File: config.mk
export PLATFORM = sky130hd
export DESIGN_NAME = node_frame_rx_flat
export DESIGN_NICKNAME = d
export VERILOG_FILES = /design/src/rtl/node_frame_rx_pkg.sv /design/src/rtl/node_frame_rx_if.sv /design/src/rtl/node_rx_fifo.sv /design/src/rtl/node_frame_rx.sv /design/src/flat_wrapper.sv
export SDC_FILE = /design/constraint.sdc
export NUM_CORES = 1
export LEC_CHECK = 0
export ABC_AREA = 0
export ABC_CLOCK_PERIOD_IN_PS = 3100
export CAP_MARGIN = 20
export CORE_MARGIN = 4
export CORE_UTILIZATION = 50
export CTS_CLUSTER_DIAMETER = 100
export CTS_CLUSTER_SIZE = 12
export DETAILED_ROUTE_END_ITERATION = 8
export GPL_TIMING_DRIVEN = 0
export HOLD_SLACK_MARGIN = 0.1
export PLACE_DENSITY_LB_ADDON = 0.25
export SLEW_MARGIN = 20
export SYNTH_ARGS = -nofsm -noshare
export SYNTH_HDL_FRONTEND = slang
export SYNTH_SLANG_ARGS = --single-unit
File: constraint.sdc
create_clock -name FPGA_CLK -period 3.1 [get_ports FPGA_CLK]
set_input_delay 0.62 -clock FPGA_CLK [delete_from_list [all_inputs] [get_ports FPGA_CLK]]
set_output_delay 0.62 -clock FPGA_CLK [all_outputs]
set_load 0.01 [all_outputs]
File: src/rtl/node_frame_rx_pkg.sv
// Shared frame definitions for the node receive endpoint and the transmit-side encoders.
// Holds the address map, frame field positions and the address filter helper.
package node_frame_rx_pkg;

   localparam int FRAME_W = 12;
   localparam int ENTRY_W = 8;

   localparam logic [3:0] NODE_A     = 4'hA;
   localparam logic [3:0] NODE_B     = 4'hB;
   localparam logic [3:0] NODE_C     = 4'hC;
   localparam logic [3:0] NODE_D     = 4'hD;
   localparam logic [3:0] ADDR_BCAST = 4'hF;

   localparam int DST_HI = 11;
   localparam int DST_LO = 8;
   localparam int SRC_HI = 7;
   localparam int SRC_LO = 4;
   localparam int PAY_HI = 3;
   localparam int PAY_LO = 0;

   typedef struct packed {
      logic [3:0] src;
      logic [3:0] payload;
   } rx_entry_t;

   function automatic logic addr_match(input logic [3:0] dst, input logic [3:0] node);
      return (dst == node) || (dst == ADDR_BCAST);
   endfunction

endpackage

File: src/rtl/node_frame_rx_if.sv
// Bundle of the egress-side and display-side signals of one node receive endpoint.
// The endpoint takes the slave view; the switch/display side takes the master view.
interface node_frame_rx_if;
   import node_frame_rx_pkg::*;

   logic               rx_valid;
   logic               rx_ready;
   logic [FRAME_W-1:0] rx_frame;
   logic               out_valid;
   logic               out_ready;
   logic [3:0]         out_src;
   logic [3:0]         out_payload;
   logic [3:0]         last_payload;
   logic               rx_led;
   logic [7:0]         rx_count;
   logic [7:0]         drop_count;

   modport slave (
      input  rx_valid, rx_frame, out_ready,
      output rx_ready, out_valid, out_src, out_payload,
             last_payload, rx_led, rx_count, drop_count
   );

   modport master (
      output rx_valid, rx_frame, out_ready,
      input  rx_ready, out_valid, out_src, out_payload,
             last_payload, rx_led, rx_count, drop_count
   );

endinterface

File: src/rtl/node_rx_fifo.sv
// First-word-fall-through FIFO holding accepted {src,payload} entries.
// Push is ignored when full and pop is ignored when empty.
module node_rx_fifo #(
   parameter int WIDTH = 8,
   parameter int DEPTH = 4
) (
   input  logic                     clk_i,
   input  logic                     rst_ni,
   input  logic                     push_i,
   input  logic [WIDTH-1:0]         wdata_i,
   input  logic                     pop_i,
   output logic [WIDTH-1:0]         rdata_o,
   output logic                     full_o,
   output logic                     empty_o,
   output logic [$clog2(DEPTH):0]   count_o
);
   localparam int AW = $clog2(DEPTH);

   logic [WIDTH-1:0] mem_q [DEPTH];
   logic [AW-1:0]    wr_ptr_q, wr_ptr_d;
   logic [AW-1:0]    rd_ptr_q, rd_ptr_d;
   logic [AW:0]      count_q, count_d;
   logic             push_s, pop_s;

   assign full_o  = (count_q == (AW+1)'(DEPTH));
   assign empty_o = (count_q == (AW+1)'(0));
   assign count_o = count_q;
   assign rdata_o = mem_q[rd_ptr_q];
   assign push_s  = push_i && !full_o;
   assign pop_s   = pop_i && !empty_o;

   // Pointer and occupancy next-state; pointers wrap naturally at DEPTH.
   always_comb begin
      wr_ptr_d = wr_ptr_q;
      rd_ptr_d = rd_ptr_q;
      count_d  = count_q;
      if (push_s) begin
         wr_ptr_d = wr_ptr_q + AW'(1);
      end else begin
         wr_ptr_d = wr_ptr_q;
      end
      if (pop_s) begin
         rd_ptr_d = rd_ptr_q + AW'(1);
      end else begin
         rd_ptr_d = rd_ptr_q;
      end
      case ({push_s, pop_s})
         2'b10:   count_d = count_q + (AW+1)'(1);
         2'b01:   count_d = count_q - (AW+1)'(1);
         default: count_d = count_q;
      endcase
   end

   // Pointer and occupancy registers.
   always_ff @(posedge clk_i or negedge rst_ni) begin
      if (!rst_ni) begin
         wr_ptr_q <= '0;
         rd_ptr_q <= '0;
         count_q  <= '0;
      end else begin
         wr_ptr_q <= wr_ptr_d;
         rd_ptr_q <= rd_ptr_d;
         count_q  <= count_d;
      end
   end

   // Storage array; contents are don't-care after reset.
   always_ff @(posedge clk_i) begin
      if (push_s) begin
         mem_q[wr_ptr_q] <= wdata_i;
      end
   end

endmodule

File: src/rtl/node_frame_rx.sv
// Per-node receive endpoint: filters frames by destination, queues accepted ones,
// and maintains receive/drop counters plus a stretched receive LED.
module node_frame_rx
   import node_frame_rx_pkg::*;
#(
   parameter logic [3:0] NODE_ADDR  = NODE_A,
   parameter int         FIFO_DEPTH = 4,
   parameter int         LED_HOLD   = 16
) (
   input  logic            FPGA_CLK,
   input  logic            FPGA_RST_BTN,
   node_frame_rx_if.slave  bus
);
   logic        fifo_full_s, fifo_empty_s;
   logic [ENTRY_W-1:0] fifo_rdata_s;
   logic [$clog2(FIFO_DEPTH):0] fifo_level_unused_s;
   logic        xfer_s, accept_s, drop_s;
   rx_entry_t   push_entry_s, head_entry_s;

   logic [7:0]  rx_count_q, rx_count_d;
   logic [7:0]  drop_count_q, drop_count_d;
   logic [3:0]  last_payload_q, last_payload_d;
   logic [15:0] led_timer_q, led_timer_d;

   assign xfer_s   = bus.rx_valid && !fifo_full_s;
   assign accept_s = xfer_s && addr_match(bus.rx_frame[DST_HI:DST_LO], NODE_ADDR);
   assign drop_s   = xfer_s && !addr_match(bus.rx_frame[DST_HI:DST_LO], NODE_ADDR);

   assign push_entry_s.src     = bus.rx_frame[SRC_HI:SRC_LO];
   assign push_entry_s.payload = bus.rx_frame[PAY_HI:PAY_LO];
   assign head_entry_s         = rx_entry_t'(fifo_rdata_s);

   node_rx_fifo #(.WIDTH(ENTRY_W), .DEPTH(FIFO_DEPTH)) u_fifo (
      .clk_i   (FPGA_CLK),
      .rst_ni  (FPGA_RST_BTN),
      .push_i  (accept_s),
      .wdata_i (push_entry_s),
      .pop_i   (bus.out_ready),
      .rdata_o (fifo_rdata_s),
      .full_o  (fifo_full_s),
      .empty_o (fifo_empty_s),
      .count_o (fifo_level_unused_s)
   );

   // Counter, last-payload and LED timer next-state; a reload beats the decrement.
   always_comb begin
      rx_count_d     = rx_count_q;
      drop_count_d   = drop_count_q;
      last_payload_d = last_payload_q;
      led_timer_d    = led_timer_q;
      if (led_timer_q != 16'd0) begin
         led_timer_d = led_timer_q - 16'd1;
      end else begin
         led_timer_d = led_timer_q;
      end
      if (accept_s) begin
         last_payload_d = push_entry_s.payload;
         led_timer_d    = 16'(LED_HOLD);
         if (rx_count_q != 8'hFF) begin
            rx_count_d = rx_count_q + 8'd1;
         end else begin
            rx_count_d = rx_count_q;
         end
      end else if (drop_s) begin
         if (drop_count_q != 8'hFF) begin
            drop_count_d = drop_count_q + 8'd1;
         end else begin
            drop_count_d = drop_count_q;
         end
      end else begin
         rx_count_d   = rx_count_q;
         drop_count_d = drop_count_q;
      end
   end

   // Status registers.
   always_ff @(posedge FPGA_CLK or negedge FPGA_RST_BTN) begin
      if (!FPGA_RST_BTN) begin
         rx_count_q     <= 8'd0;
         drop_count_q   <= 8'd0;
         last_payload_q <= 4'd0;
         led_timer_q    <= 16'd0;
      end else begin
         rx_count_q     <= rx_count_d;
         drop_count_q   <= drop_count_d;
         last_payload_q <= last_payload_d;
         led_timer_q    <= led_timer_d;
      end
   end

   assign bus.rx_ready     = !fifo_full_s;
   assign bus.out_valid    = !fifo_empty_s;
   assign bus.out_src      = head_entry_s.src;
   assign bus.out_payload  = head_entry_s.payload;
   assign bus.last_payload = last_payload_q;
   assign bus.rx_led       = (led_timer_q != 16'd0);
   assign bus.rx_count     = rx_count_q;
   assign bus.drop_count   = drop_count_q;

endmodule

File: src/flat_wrapper.sv
// flat-port wrapper written by rule: the top's interface ports become plain ports
module node_frame_rx_flat import node_frame_rx_pkg::*;
#(
   parameter logic [3:0] NODE_ADDR  = NODE_A,
   parameter int         FIFO_DEPTH = 4,
   parameter int         LED_HOLD   = 16
)
  (FPGA_CLK, FPGA_RST_BTN, bus_rx_valid, bus_rx_frame, bus_out_ready, bus_rx_ready, bus_out_valid, bus_out_src, bus_out_payload, bus_last_payload, bus_rx_led, bus_rx_count, bus_drop_count);
  node_frame_rx_if bus_i ();
  input  logic FPGA_CLK;
  input  logic FPGA_RST_BTN;
  input wire logic [$bits(bus_i.rx_valid)-1:0] bus_rx_valid;
  input wire logic [$bits(bus_i.rx_frame)-1:0] bus_rx_frame;
  input wire logic [$bits(bus_i.out_ready)-1:0] bus_out_ready;
  output wire logic [$bits(bus_i.rx_ready)-1:0] bus_rx_ready;
  output wire logic [$bits(bus_i.out_valid)-1:0] bus_out_valid;
  output wire logic [$bits(bus_i.out_src)-1:0] bus_out_src;
  output wire logic [$bits(bus_i.out_payload)-1:0] bus_out_payload;
  output wire logic [$bits(bus_i.last_payload)-1:0] bus_last_payload;
  output wire logic [$bits(bus_i.rx_led)-1:0] bus_rx_led;
  output wire logic [$bits(bus_i.rx_count)-1:0] bus_rx_count;
  output wire logic [$bits(bus_i.drop_count)-1:0] bus_drop_count;
  assign bus_i.rx_valid = bus_rx_valid;
  assign bus_i.rx_frame = bus_rx_frame;
  assign bus_i.out_ready = bus_out_ready;
  assign bus_rx_ready = bus_i.rx_ready;
  assign bus_out_valid = bus_i.out_valid;
  assign bus_out_src = bus_i.out_src;
  assign bus_out_payload = bus_i.out_payload;
  assign bus_last_payload = bus_i.last_payload;
  assign bus_rx_led = bus_i.rx_led;
  assign bus_rx_count = bus_i.rx_count;
  assign bus_drop_count = bus_i.drop_count;
  node_frame_rx #(.NODE_ADDR(NODE_ADDR), .FIFO_DEPTH(FIFO_DEPTH), .LED_HOLD(LED_HOLD)) u_core (.FPGA_CLK(FPGA_CLK), .FPGA_RST_BTN(FPGA_RST_BTN), .bus(bus_i));
endmodule
Word-level counts from Yosys, hierarchy flattened
Memory sizes are Yosys's and may differ from the RTL's.
Index checks and enable logic that the tools add are counted.
- eq/ne operators: 7
- reduce and logical (&&, ||, !) cells: 15
- add/subtract/negate cells: 7
- multiplexer cells: 5
- bitwise operators: 1
- operator list (cell ; count):
    16-bit 2-to-1 mux ; 2
    8-bit by 1-bit adder with 8-bit output (second input constant) ; 2
    8-bit != test (second input constant) ; 2
    16-bit nonzero test ; 1
    16-bit by 1-bit subtractor with 16-bit output (second input constant) ; 1
    4-bit == test (second input constant) ; 2
    3-bit one-hot mux with 2 select lines ; 1
    1-bit logical AND ; 5
    2-bit by 1-bit adder with 2-bit output (second input constant) ; 2
    2-bit nonzero test ; 2
    3-bit by 1-bit adder with 3-bit output (second input constant) ; 1
    3-bit == test (second input constant) ; 1
    1-bit logical NOT ; 3
    3-bit logical NOT ; 1
    3-bit AND reduction ; 1
    3-bit by 1-bit subtractor with 3-bit output (second input constant) ; 1
    2-bit by 1-bit == test with 1-bit output (second input constant) ; 1
    2-bit == test (second input constant) ; 1
    1-bit 2-to-1 mux ; 2
    2-bit AND reduction ; 1
    1-bit logical OR ; 1
    1-bit inverter ; 1
- word-level logic and storage cells: 43
- bits in registers: 43
- memories: 1
- output and inout port bits: 31
- RAM bits: 32
- memory list (name ; depth ; width ; read ports ; clocked after Yosys merged registers in ; wr ports ; RTL line ; source):
    u_core.u_fifo.mem_q ; 4 ; 8 ; 1 ; 0 ; 1 ; node_rx_fifo.sv:19 ; logic [WIDTH-1:0] mem_q [DEPTH];

Longest topological paths before layout
Gate-level depths: netlist (run 1).
- depth in word-level cells: 7
- mapped depth: 12
- gate-level depth less buffers: 9

Hierarchy
Synthesis (run 1) repeated with hierarchy kept, for this count alone.
- cell total of the unflattened synthesis: 266
- area total of the unflattened synthesis: 3480.8 µm²
- modules (own cells, without submodules) (module ; sequential area each (µm²) ; instances ; area an instance (µm²) ; cells each):
    node_frame_rx ; 900.9 ; 1 ; 1888.1 ; 187
    node_rx_fifo ; 1136.1 ; 1 ; 1592.8 ; 79

Least setup slack after synthesis (run 1)
Ideal clock, no wire load.
- kind: reg-to-reg
- start point: register u_core.u_fifo.count_q[0], in the netlist u_core.u_fifo.count_o[0]
- end point: register u_core.u_fifo.count_q[2], in the netlist u_core.u_fifo.count_o[2]
- path buffers: 3
- path slack: 0.632 ns
- required time: 3.021 ns
- stages on the path, launching flop included: 13
- clock period less this slack: 2.468 ns
- library setup time: 0.079 ns
- arrival: 2.389 ns
- cells stage by stage: dfrtp_1 > or3b_1 > and4_4 > buf_6 > inv_6 > buf_12 > buf_12 > ha_1 > inv_1 > fa_1 > xor2_1 > nor2_1 > xor2_1
- cells in the longest elaborated chain, start to end: 7
- ends and longest elaborated chain (item ; RTL line ; source):
    start, declared ; node_rx_fifo.sv:22 ; logic [AW:0] count_q, count_d;
    start signal, assigned ; node_rx_fifo.sv:63 ; count_q <= count_d;
    3-bit == test * ; node_rx_fifo.sv:25 ; assign full_o = (count_q == (AW+1)'(DEPTH));
    1-bit logical NOT * ; - ;
    named net bus_rx_ready ; flat_wrapper.sv:15 ; output wire logic [$bits(bus_i.rx_ready)-1:0] bus_rx_ready;
    1-bit logical AND ; node_frame_rx.sv:25 ; assign xfer_s = bus.rx_valid && !fifo_full_s;
    1-bit logical AND ; node_frame_rx.sv:26 ; assign accept_s = xfer_s && addr_match(bus.rx_frame[DST_HI:DST_LO], NODE_ADDR);
    1-bit logical AND * ; node_rx_fifo.sv:29 ; assign push_s = push_i && !full_o;
    2-bit by 1-bit == test with 1-bit output or 2-bit == test (tied branches) ; node_rx_fifo.sv:47 ; case ({push_s, pop_s})
    3-bit one-hot mux with 2 select lines or 2-bit nonzero test (tied branches) ; - ;
The timed path passes the listed nets; every way through them passes the cells marked *.
A chain may end at the register's enable or synchronous reset.

Final worst setup path (run 1)
- start point: register u_core.led_timer_q[0]
- end point: output bus_rx_led
- cells in the longest elaborated chain, start to end: 1
- ends and longest elaborated chain (item ; RTL line ; source):
    start, declared ; node_frame_rx.sv:23 ; logic [15:0] led_timer_q, led_timer_d;
    start signal, assigned ; node_frame_rx.sv:87 ; led_timer_q <= led_timer_d;
    16-bit nonzero test ; node_frame_rx.sv:96 ; assign bus.rx_led = (led_timer_q != 16'd0);
    end, declared ; flat_wrapper.sv:20 ; output wire logic [$bits(bus_i.rx_led)-1:0] bus_rx_led;
No other way between the ends.

==> impl_results.html, run 1 <==
<table>
<tr><th>Metric</th><th>Value</th></tr>
<tr><th colspan="2">CTS</th></tr>
<tr><td>CTS sink cnt</td><td>75</td></tr>
<tr><td>Post-CTS Setup Inserts</td><td>0</td></tr>
<tr><td>Clock tree from TritonCTS</td><td>yes</td></tr>
<tr><td>Clock-pin slew reported for the worst setup and hold paths after clock tree synthesis</td><td>90 ps</td></tr>
<tr><td>Cell at the root of the clock tree</td><td>sky130_fd_sc_hd__clkbuf_8</td></tr>
<tr><td>CTS Hold Buffers Added</td><td>0</td></tr>
<tr><td>Clk_lat worst skew</td><td>340 ps</td></tr>
<tr><td>CTS buffer count</td><td>9</td></tr>
<tr><td>CTS max path bufs</td><td>2</td></tr>
<tr><td>Count of H-tree levels built during CTS</td><td>3</td></tr>
<tr><th colspan="2">Timing</th></tr>
<tr><td>Minimum clock period after layout</td><td>2860 ps</td></tr>
<tr><td>Setup TNS</td><td>0 ps</td></tr>
<tr><td>Total count of hold-check failures in the final report</td><td>0</td></tr>
<tr><td>Max-slew violation count</td><td>0</td></tr>
<tr><td>Max frequency</td><td>350 MHz</td></tr>
<tr><td>Fin crit share</td><td>92.1%</td></tr>
<tr><td>Transition at the pin with the smallest max-transition slack</td><td>575 ps</td></tr>
<tr><td>Slew headroom</td><td>61.7%</td></tr>
<tr><td>Final hold slack</td><td>173 ps</td></tr>
<tr><td>Final setup slack of the worst path</td><td>245 ps</td></tr>
<tr><td>Clock tree skew after final layout</td><td>11.0 ps</td></tr>
<tr><td>Setup repair after global routing missed its margin</td><td>false</td></tr>
<tr><td>Final number of setup-violating endpoints</td><td>0</td></tr>
<tr><th colspan="2">Global routing</th></tr>
<tr><td>Number of antenna violations at the first check in global routing</td><td>0</td></tr>
<tr><td>Vias in the first global route</td><td>2248</td></tr>
<tr><td>Global-route wire length before repair</td><td>11100 microns</td></tr>
<tr><td>Pin count of the biggest net entering global routing</td><td>32</td></tr>
<tr><td>Global-route total usage across every layer</td><td>16.9%</td></tr>
<tr><td>Total gr overflow</td><td>0</td></tr>
<tr><th colspan="2">Logic synthesis</th></tr>
<tr><td>Per-instance average area after synthesis</td><td>12.8 sq um</td></tr>
<tr><td>Distinct cell type count after synthesis</td><td>47</td></tr>
<tr><td>Post-synthesis instance total</td><td>273</td></tr>
<tr><td>Fraction of registers with async set/reset</td><td>57.3%</td></tr>
<tr><td>Count of flip-flops with a built-in enable after synthesis</td><td>32</td></tr>
<tr><td>#FFs+latches synth</td><td>75</td></tr>
<tr><td>Leading area contributor after synthesis</td><td>sky130_fd_sc_hd__dfrtp_1</td></tr>
<tr><td>Top cells by area, synth</td><td>sky130_fd_sc_hd__dfrtp_1 31%, sky130_fd_sc_hd__edfxtp_1 27%, sky130_fd_sc_hd__mux4_2 5.2%</td></tr>
<tr><td>Sequential area share after synthesis</td><td>58.3%</td></tr>
<tr><td>Netlist area before placement</td><td>3490 sq um</td></tr>
<tr><td>Share of the synthesized area in the top cell type</td><td>30.8%</td></tr>
<tr><td>Post-Synthesis Net Count</td><td>299</td></tr>
<tr><td>Most used flip-flop cell after synthesis</td><td>sky130_fd_sc_hd__dfrtp_1</td></tr>
<tr><td>Yosys warns</td><td>0</td></tr>
<tr><th colspan="2">Layout</th></tr>
<tr><td>Layout Cell Area excl Fill</td><td>4280 sq um</td></tr>
<tr><td>ANT cells</td><td>0</td></tr>
<tr><td>Proportion of layout cells with a drive suffix above 1</td><td>12.5%</td></tr>
<tr><td>Layout Utilization</td><td>63.1%</td></tr>
<tr><td>Post-route insts no fill</td><td>431</td></tr>
<tr><td>Post-layout nets</td><td>356</td></tr>
<tr><td>Layout-stage area growth over the synthesis result</td><td>22.6%</td></tr>
<tr><th colspan="2">Drt</th></tr>
<tr><td>Number of design-rule violations left by the first detailed-router iteration</td><td>59</td></tr>
<tr><td>Via/cell ratio</td><td>5.20</td></tr>
<tr><td>Total via count after detailed routing</td><td>2241</td></tr>
<tr><td>Total Routed Length</td><td>6450 microns</td></tr>
<tr><td>Drc violations</td><td>0</td></tr>
<tr><td>Pre-Repair DR Iteration Count</td><td>4</td></tr>
<tr><td>Remaining antenna violation count</td><td>0</td></tr>
<tr><td>Post-detailed-route wirelength per cell</td><td>15.0 microns</td></tr>
<tr><th colspan="2">Placement</th></tr>
<tr><td>Detailed placer's ending HPWL</td><td>4500 microns</td></tr>
<tr><td>Cell Area, Placed</td><td>4090 sq um</td></tr>
<tr><td>Placer congestion estimate</td><td>0.800</td></tr>
<tr><td>Pre-CTS setup slack</td><td>184 ps</td></tr>
<tr><td>Number of buffers inserted by port buffering</td><td>46</td></tr>
<tr><td>Placed Instances</td><td>416</td></tr>
<tr><th colspan="2">Critical path</th></tr>
<tr><td>Launch instance of the worst register-to-register path</td><td>u_core.u_fifo.count_o[0]</td></tr>
<tr><td>Type of the worst setup path</td><td>flip-flop to output port</td></tr>
<tr><td>Data required time of the worst path</td><td>2480 ps</td></tr>
<tr><td>CP Launch Type</td><td>flip-flop</td></tr>
<tr><td>Worst path arrival time</td><td>2240 ps</td></tr>
<tr><td>Crit-path max FO</td><td>13</td></tr>
<tr><td>Terminus of the critical flop-to-flop path</td><td>u_core.u_fifo.count_o[2]</td></tr>
<tr><td>Logic depth of the worst register-to-register path</td><td>12</td></tr>
<tr><td>R2r setup slk</td><td>520 ps</td></tr>
<tr><td>Critical Path Sink Type</td><td>output port</td></tr>
<tr><th colspan="2">Worst hold path</th></tr>
<tr><td>Type of the tightest min-delay check</td><td>primary input to async pin</td></tr>
<tr><th colspan="2">Die</th></tr>
<tr><td>Std-Cell Core Area</td><td>6790 sq um</td></tr>
<tr><td>Number of top-level pins</td><td>47</td></tr>
<tr><td>Die span in y</td><td>91.6 microns</td></tr>
<tr><td>Initial core utilization</td><td>51.4%</td></tr>
<tr><td>Total die area</td><td>8390 sq um</td></tr>
<tr><td>Number of standard-cell rows in the floorplan</td><td>30</td></tr>
<tr><td>DIE WIDTH</td><td>91.6 microns</td></tr>
<tr><th colspan="2">Power and ir drop</th></tr>
<tr><td>Leakage component of the power</td><td>1.67 nW</td></tr>
<tr><td>Peak ir drop on the vdd network</td><td>0.000465 V</td></tr>
<tr><td>Power density over the cells</td><td>849 nW/um^2</td></tr>
<tr><td>Total power</td><td>3.64 mW</td></tr>
<tr><th colspan="2">Run</th></tr>
<tr><td>Max Cap Violations</td><td>0</td></tr>
<tr><th colspan="2">Run status</th></tr>
<tr><td>Status</td><td>finished clean</td></tr>
</table>
## cell families (layout without fill, tap and decap cells)
kind of cell             after synthesis  count (layout)  synth area share [%]
buffers and inverters                 21              83                  3.65
AO/OA/AOI/OAI                         32              32                  5.66
adder cells (fa/ha/maj)               10              10                  3.80
multiplexers                          17              17                  7.84
AND/OR/NAND/NOR                      100             100                  16.3
XOR/XNOR                              18              18                  4.51
flip-flops                            75              75                  58.3
## area by class of cell
class | instances | area (sq um)
Fill cell | 544 | 2510
Sequential cell | 75 | 2040
Multi-Input combinational cell | 177 | 1350
Timing Repair Buffer | 47 | 475
Clock buffer | 9 | 124
Tap cell | 96 | 120
Buffer | 8 | 72.6
Clock inverter | 7 | 58.8
Inverter | 12 | 50.0
## layout by cell type (no fill, tap or decap), types with 6 or more instances in the layout
cell type,n
sky130_fd_sc_hd__nand3_1,8
sky130_fd_sc_hd__nor2_1,10
sky130_fd_sc_hd__edfxtp_1,32
sky130_fd_sc_hd__nor3_1,7
sky130_fd_sc_hd__ha_1,9
sky130_fd_sc_hd__clkbuf_8,9
sky130_fd_sc_hd__o21ai_0,7
sky130_fd_sc_hd__or3_1,6
sky130_fd_sc_hd__mux2i_1,6
sky130_fd_sc_hd__nand2_1,32
sky130_fd_sc_hd__inv_1,11
sky130_fd_sc_hd__dfrtp_1,43
sky130_fd_sc_hd__xor2_1,13
sky130_fd_sc_hd__a21oi_1,14
sky130_fd_sc_hd__mux4_2,8
sky130_fd_sc_hd__and2_1,7
sky130_fd_sc_hd__clkdlybuf4s50_1,45
## worst max-delay path, cell delays in order, from the launching register on
cell	delay [ps]
sky130_fd_sc_hd__dfrtp_1	410
sky130_fd_sc_hd__inv_1	110
sky130_fd_sc_hd__ha_1	200
sky130_fd_sc_hd__nor4b_4	250
sky130_fd_sc_hd__and2_2	320
sky130_fd_sc_hd__nand2_1	110
sky130_fd_sc_hd__clkdlybuf4s50_1	490
## per-layer routing
metal  wire (microns)  GRT usage (%)
met1             3080           23.1
met2             3070           25.9
met3              226           4.47
met4               74           6.41
met5                0              0
## where the power goes
part | internal (mW) | switching [mW] | total (mW)
clock network | 0.305 | 0.389 | 0.694
logic | 0.740 | 0.650 | 1.39
registers | 1.29 | 0.267 | 1.55
## state kept, by name, indices dropped and copies added, names as in the netlist
register and cells:
u_core.u_fifo.mem_q 32, u_core.led_timer_q 16, u_core.u_fifo.wr_ptr_q 2, u_core.bus.drop_count 8, u_core.u_fifo.rd_ptr_q 2, u_core.bus.rx_count 8, u_core.u_fifo.count_o 3, u_core.bus.last_payload 4
## worst max-delay path by stage
stage | from | endpoint | depth (start not counted) | slack (ps)
finish | u_core.led_timer_q[0] | bus_rx_led | 6 | 240
global route | u_core.led_timer_q[0] | bus_rx_led | 6 | 60
CTS | u_core.led_timer_q[0] | bus_rx_led | 7 | 60
detailed placement | bus_rx_frame[10] | u_core.u_fifo.count_o[2] | 13 | 180
global placement | FPGA_RST_BTN | u_core.bus.rx_count[1] | 1 | 150
floorplan | u_core.u_fifo.count_o[0] | u_core.u_fifo.count_o[2] | 12 | 630
## Yosys cell counts, drive strengths merged, types with 2 or more instances
master	n
or3	6
inv	12
a21oi	14
or4	3
clkbuf	2
nor3b	2
ha	9
dfrtp	43
mux4	8
mux2i	6
nor4	7
nor2b	2
nand3	9
nand4	4
buf	7
a211oi	4
nand2	32
xnor2	5
nand2b	5
and2	9
nor2	10
nor3	8
mux2	3
o21ai	8
xor2	13
edfxtp	32
## what timing repair did
item                       CTS  global route
setup endpoints to repair    1             1
gates resized for setup      1             2
gates cloned                 0             0
Note: power is estimated with default switching activity, not from simulation.
==> run 2, diff against run 1 <==
- CORE_UTILIZATION: 50 -> 55
- SLEW_MARGIN: 20 -> default
==> run 2 against run 1 <==
Against the previous run: count of clock-buffer cells in the layout rose by 1; die area is 8.3% lower; clock power up 19%; final cell count fell by 4.6%; clock skew about the same; sequential cell count is the same; via count up 1.8%; final area is 0.53% higher; wire length down 0.26%; first-iteration DRC count is 81% higher; utilization grew 8.4 points; hold slack improved by 39 ps.
==> impl_results.html, run 2 (synthesized netlist as in run 1, its figures left out) <==
<table>
<tr><th>Metric</th><th>Value</th></tr>
<tr><th colspan="2">Drt</th></tr>
<tr><td>Remaining antenna violation count</td><td>0 (unchanged)</td></tr>
<tr><td>Post-detailed-route wirelength per cell</td><td>15.6 microns (+4.6%)</td></tr>
<tr><td>Drc violations</td><td>0 (unchanged)</td></tr>
<tr><td>Total via count after detailed routing</td><td>2282 (+1.8%)</td></tr>
<tr><td>Number of design-rule violations left by the first detailed-router iteration</td><td>107 (+81%)</td></tr>
<tr><td>Pre-Repair DR Iteration Count</td><td>4 (unchanged)</td></tr>
<tr><td>Total Routed Length</td><td>6430 microns (-0.26%)</td></tr>
<tr><td>Via/cell ratio</td><td>5.55 (+6.8%)</td></tr>
<tr><th colspan="2">Die</th></tr>
<tr><td>Std-Cell Core Area</td><td>6030 sq um (-11%)</td></tr>
<tr><td>Initial core utilization</td><td>58.0% (+6.6 points)</td></tr>
<tr><td>Total die area</td><td>7690 sq um (-8.3%)</td></tr>
<tr><td>Number of top-level pins</td><td>47 (unchanged)</td></tr>
<tr><td>Die span in y</td><td>87.7 microns (-4.2%)</td></tr>
<tr><td>Number of standard-cell rows in the floorplan</td><td>28 (-6.7%)</td></tr>
<tr><td>DIE WIDTH</td><td>87.7 microns (-4.2%)</td></tr>
<tr><th colspan="2">CTS</th></tr>
<tr><td>Clk_lat worst skew</td><td>340 ps (about the same)</td></tr>
<tr><td>CTS buffer count</td><td>9 (unchanged)</td></tr>
<tr><td>Post-CTS Setup Inserts</td><td>0 (unchanged)</td></tr>
<tr><td>CTS sink cnt</td><td>75 (unchanged)</td></tr>
<tr><td>Clock-pin slew reported for the worst setup and hold paths after clock tree synthesis</td><td>80 ps (about the same)</td></tr>
<tr><td>Cell at the root of the clock tree</td><td>sky130_fd_sc_hd__clkbuf_8</td></tr>
<tr><td>CTS Hold Buffers Added</td><td>0 (unchanged)</td></tr>
<tr><td>Clock tree from TritonCTS</td><td>yes</td></tr>
<tr><td>Resized Gates After CTS</td><td>1 (unchanged)</td></tr>
<tr><td>CTS max path bufs</td><td>2 (unchanged)</td></tr>
<tr><td>Count of H-tree levels built during CTS</td><td>3 (unchanged)</td></tr>
<tr><th colspan="2">Critical path</th></tr>
<tr><td>Logic depth of the worst register-to-register path</td><td>12 (unchanged)</td></tr>
<tr><td>Worst path arrival time</td><td>2280 ps (+40 ps)</td></tr>
<tr><td>Dominant delay contributor by cell family on the critical path</td><td>buffers and inverters</td></tr>
<tr><td>Crit path depth</td><td>7 (+1)</td></tr>
<tr><td>Launch instance of the worst register-to-register path</td><td>u_core.u_fifo.count_o[0]</td></tr>
<tr><td>Critical Path Sink Type</td><td>output port</td></tr>
<tr><td>Type of the worst setup path</td><td>flip-flop to output port</td></tr>
<tr><td>Stage delay of the slowest cell on the critical path</td><td>490 ps (about the same)</td></tr>
<tr><td>Crit-path max FO</td><td>10 (-3)</td></tr>
<tr><td>Number of buffers and inverters on the critical path</td><td>3 (+1)</td></tr>
<tr><td>CP Launch Type</td><td>flip-flop</td></tr>
<tr><td>Crit-path cells</td><td>inv_1, ha_1, nor4b_4, and2_4, clkbuf_4, nand2_1, clkdlybuf4s50_1</td></tr>
<tr><td>Launching instance or port of the critical path</td><td>u_core.led_timer_q[0]</td></tr>
<tr><td>Critical path's slowest cell</td><td>sky130_fd_sc_hd__clkdlybuf4s50_1</td></tr>
<tr><td>Data required time of the worst path</td><td>2480 ps (about the same)</td></tr>
<tr><th colspan="2">Timing</th></tr>
<tr><td>Clock tree skew after final layout</td><td>11.0 ps (-0.0237 ps)</td></tr>
<tr><td>Max frequency</td><td>344 MHz (-1.6%)</td></tr>
<tr><td>Transition at the pin with the smallest max-transition slack</td><td>555 ps (-20.1 ps)</td></tr>
<tr><td>Slew headroom</td><td>63.0% (+1.3 points)</td></tr>
<tr><td>Final number of setup-violating endpoints</td><td>0 (unchanged)</td></tr>
<tr><td>Fin crit share</td><td>93.6% (+1.5 points)</td></tr>
<tr><td>Setup TNS</td><td>0 ps (unchanged)</td></tr>
<tr><td>Final setup slack of the worst path</td><td>197 ps (-47.8 ps)</td></tr>
<tr><td>Max-slew violation count</td><td>0 (unchanged)</td></tr>
<tr><td>Setup repair after global routing missed its margin</td><td>false</td></tr>
<tr><td>Minimum clock period after layout</td><td>2900 ps (+47.8 ps)</td></tr>
<tr><td>Total count of hold-check failures in the final report</td><td>0 (unchanged)</td></tr>
<tr><th colspan="2">Run status</th></tr>
<tr><td>Status</td><td>finished clean</td></tr>
<tr><th colspan="2">Placement</th></tr>
<tr><td>Placer congestion estimate</td><td>0.823 (+2.8%)</td></tr>
<tr><td>Detailed placer's ending HPWL</td><td>4520 microns (+0.39%)</td></tr>
<tr><td>Pre-CTS setup slack</td><td>166 ps (-18.6 ps)</td></tr>
<tr><td>Number of buffers inserted by port buffering</td><td>46 (unchanged)</td></tr>
<tr><th colspan="2">Layout</th></tr>
<tr><td>Layout-stage area growth over the synthesis result</td><td>23.2%</td></tr>
<tr><td>Number of filler instances in the final layout</td><td>423 (-22%)</td></tr>
<tr><td>Post-layout nets</td><td>357 (+0.28%)</td></tr>
<tr><td>Register ranked first by flip-flop count</td><td>u_core.u_fifo.mem_q</td></tr>
<tr><td>Most common library cell in the layout ignoring fill and taps</td><td>sky130_fd_sc_hd__clkdlybuf4s50_1</td></tr>
<tr><td>Max reg flops</td><td>32 (unchanged)</td></tr>
<tr><td>Largest registers ranked by flip-flop count</td><td>u_core.u_fifo.mem_q x32, u_core.led_timer_q x16</td></tr>
<tr><td>Top library cells by usage in the layout, fill and taps aside</td><td>45 x sky130_fd_sc_hd__clkdlybuf4s50_1, 43 x sky130_fd_sc_hd__dfrtp_1, 32 x sky130_fd_sc_hd__nand2_1, 32 x sky130_fd_sc_hd__edfxtp_1, 14 x sky130_fd_sc_hd__a21oi_1</td></tr>
<tr><td>ANT cells</td><td>0 (unchanged)</td></tr>
<tr><td>Proportion of layout cells with a drive suffix above 1</td><td>12.5% (-0.037 points)</td></tr>
<tr><th colspan="2">Run</th></tr>
<tr><td>Max Cap Violations</td><td>0 (unchanged)</td></tr>
<tr><th colspan="2">Global routing</th></tr>
<tr><td>Number of antenna violations at the first check in global routing</td><td>0 (unchanged)</td></tr>
<tr><td>Vias in the first global route</td><td>2261 (+0.58%)</td></tr>
<tr><td>Pin count of the biggest net entering global routing</td><td>26 (-19%)</td></tr>
<tr><td>Global-route wire length before repair</td><td>10900 microns (-1.3%)</td></tr>
<tr><td>Total gr overflow</td><td>0 (unchanged)</td></tr>
<tr><td>Global-route total usage across every layer</td><td>18.6% (+1.7 points)</td></tr>
<tr><th colspan="2">Power and ir drop</th></tr>
<tr><td>Power density over the cells</td><td>880 nW/um^2 (+3.6%)</td></tr>
<tr><td>Peak ir drop on the vdd network</td><td>0.000615 V (+32%)</td></tr>
<tr><td>Leakage component of the power</td><td>1.69 nW (+1.5%)</td></tr>
<tr><th colspan="2">Worst hold path</th></tr>
<tr><td>Type of the tightest min-delay check</td><td>primary input to async pin</td></tr>
</table>
## run 2: worst paths after layout
check / to / slack, ps
worst max-delay path: bus_rx_led / 200
worst min-delay path: u_core.bus.rx_count[0] / 210
worst max register to register: u_core.u_fifo.count_o[2] / 520
worst min register to register: u_core.bus.last_payload[3] / 490
max in group asynchronous: u_core.led_timer_q[12] / 2390
min in group FPGA_CLK: u_core.bus.last_payload[3] / 490
## run 2: where the power goes
group | total [mW] | internal [mW] | switching (mW)
registers | 1.56 | 1.29 | 0.272
logic | 1.40 | 0.748 | 0.654
clock network | 0.828 | 0.462 | 0.366
total | 3.79 | 2.50 | 1.29
## run 2: through the flow
step,std cells,hold slack (ps),power (mW),area (sq um),util [%]
floorplan,273,324,2.39,3490,-
global placement,394,462,2.91,4050,67.2
detailed placement,395,475,2.96,4060,67.4
CTS,411,210,3.81,4290,71.2
global route,411,220,4.07,4310,71.5
finish,411,212,3.79,4310,71.5
## run 2: per-layer routing
| metal | global-route usage (%) | up-vias | wire length [microns] |
|---|---|---|---|
| met3 | 4.05 | 8 | 300 |
| met5 | 0 | - | 0 |
| met2 | 29.6 | 52 | 3050 |
| li1 | - | 1109 | - |
| met4 | 7.95 | 0 | 106 |
| met1 | 24.9 | 1113 | 2970 |
## run 2: area by class of cell
cell class	count	area [sq um]	area share, %
repair buffers	47	475	11.0
plain buffers	9	80.1	1.86
multi-input cells	177	1350	31.3
well taps	75	93.8	2.18
clock buffers	10	128	2.96
flip-flops and latches	75	2040	47.3
clock inverters	6	95.1	2.21
inverters	12	50.0	1.16
## run 2: worst reg2reg max path, cell delays in order (launching register included)
cell and delay (ps):
sky130_fd_sc_hd__dfrtp_1 430, sky130_fd_sc_hd__or3b_1 420, sky130_fd_sc_hd__and4_4 180, sky130_fd_sc_hd__buf_6 140, sky130_fd_sc_hd__inv_6 60, sky130_fd_sc_hd__buf_12 130, sky130_fd_sc_hd__buf_12 130, sky130_fd_sc_hd__ha_1 190
sky130_fd_sc_hd__inv_1 60, sky130_fd_sc_hd__fa_1 370, sky130_fd_sc_hd__xor2_1 150, sky130_fd_sc_hd__nor2_1 110, sky130_fd_sc_hd__xor2_1 150
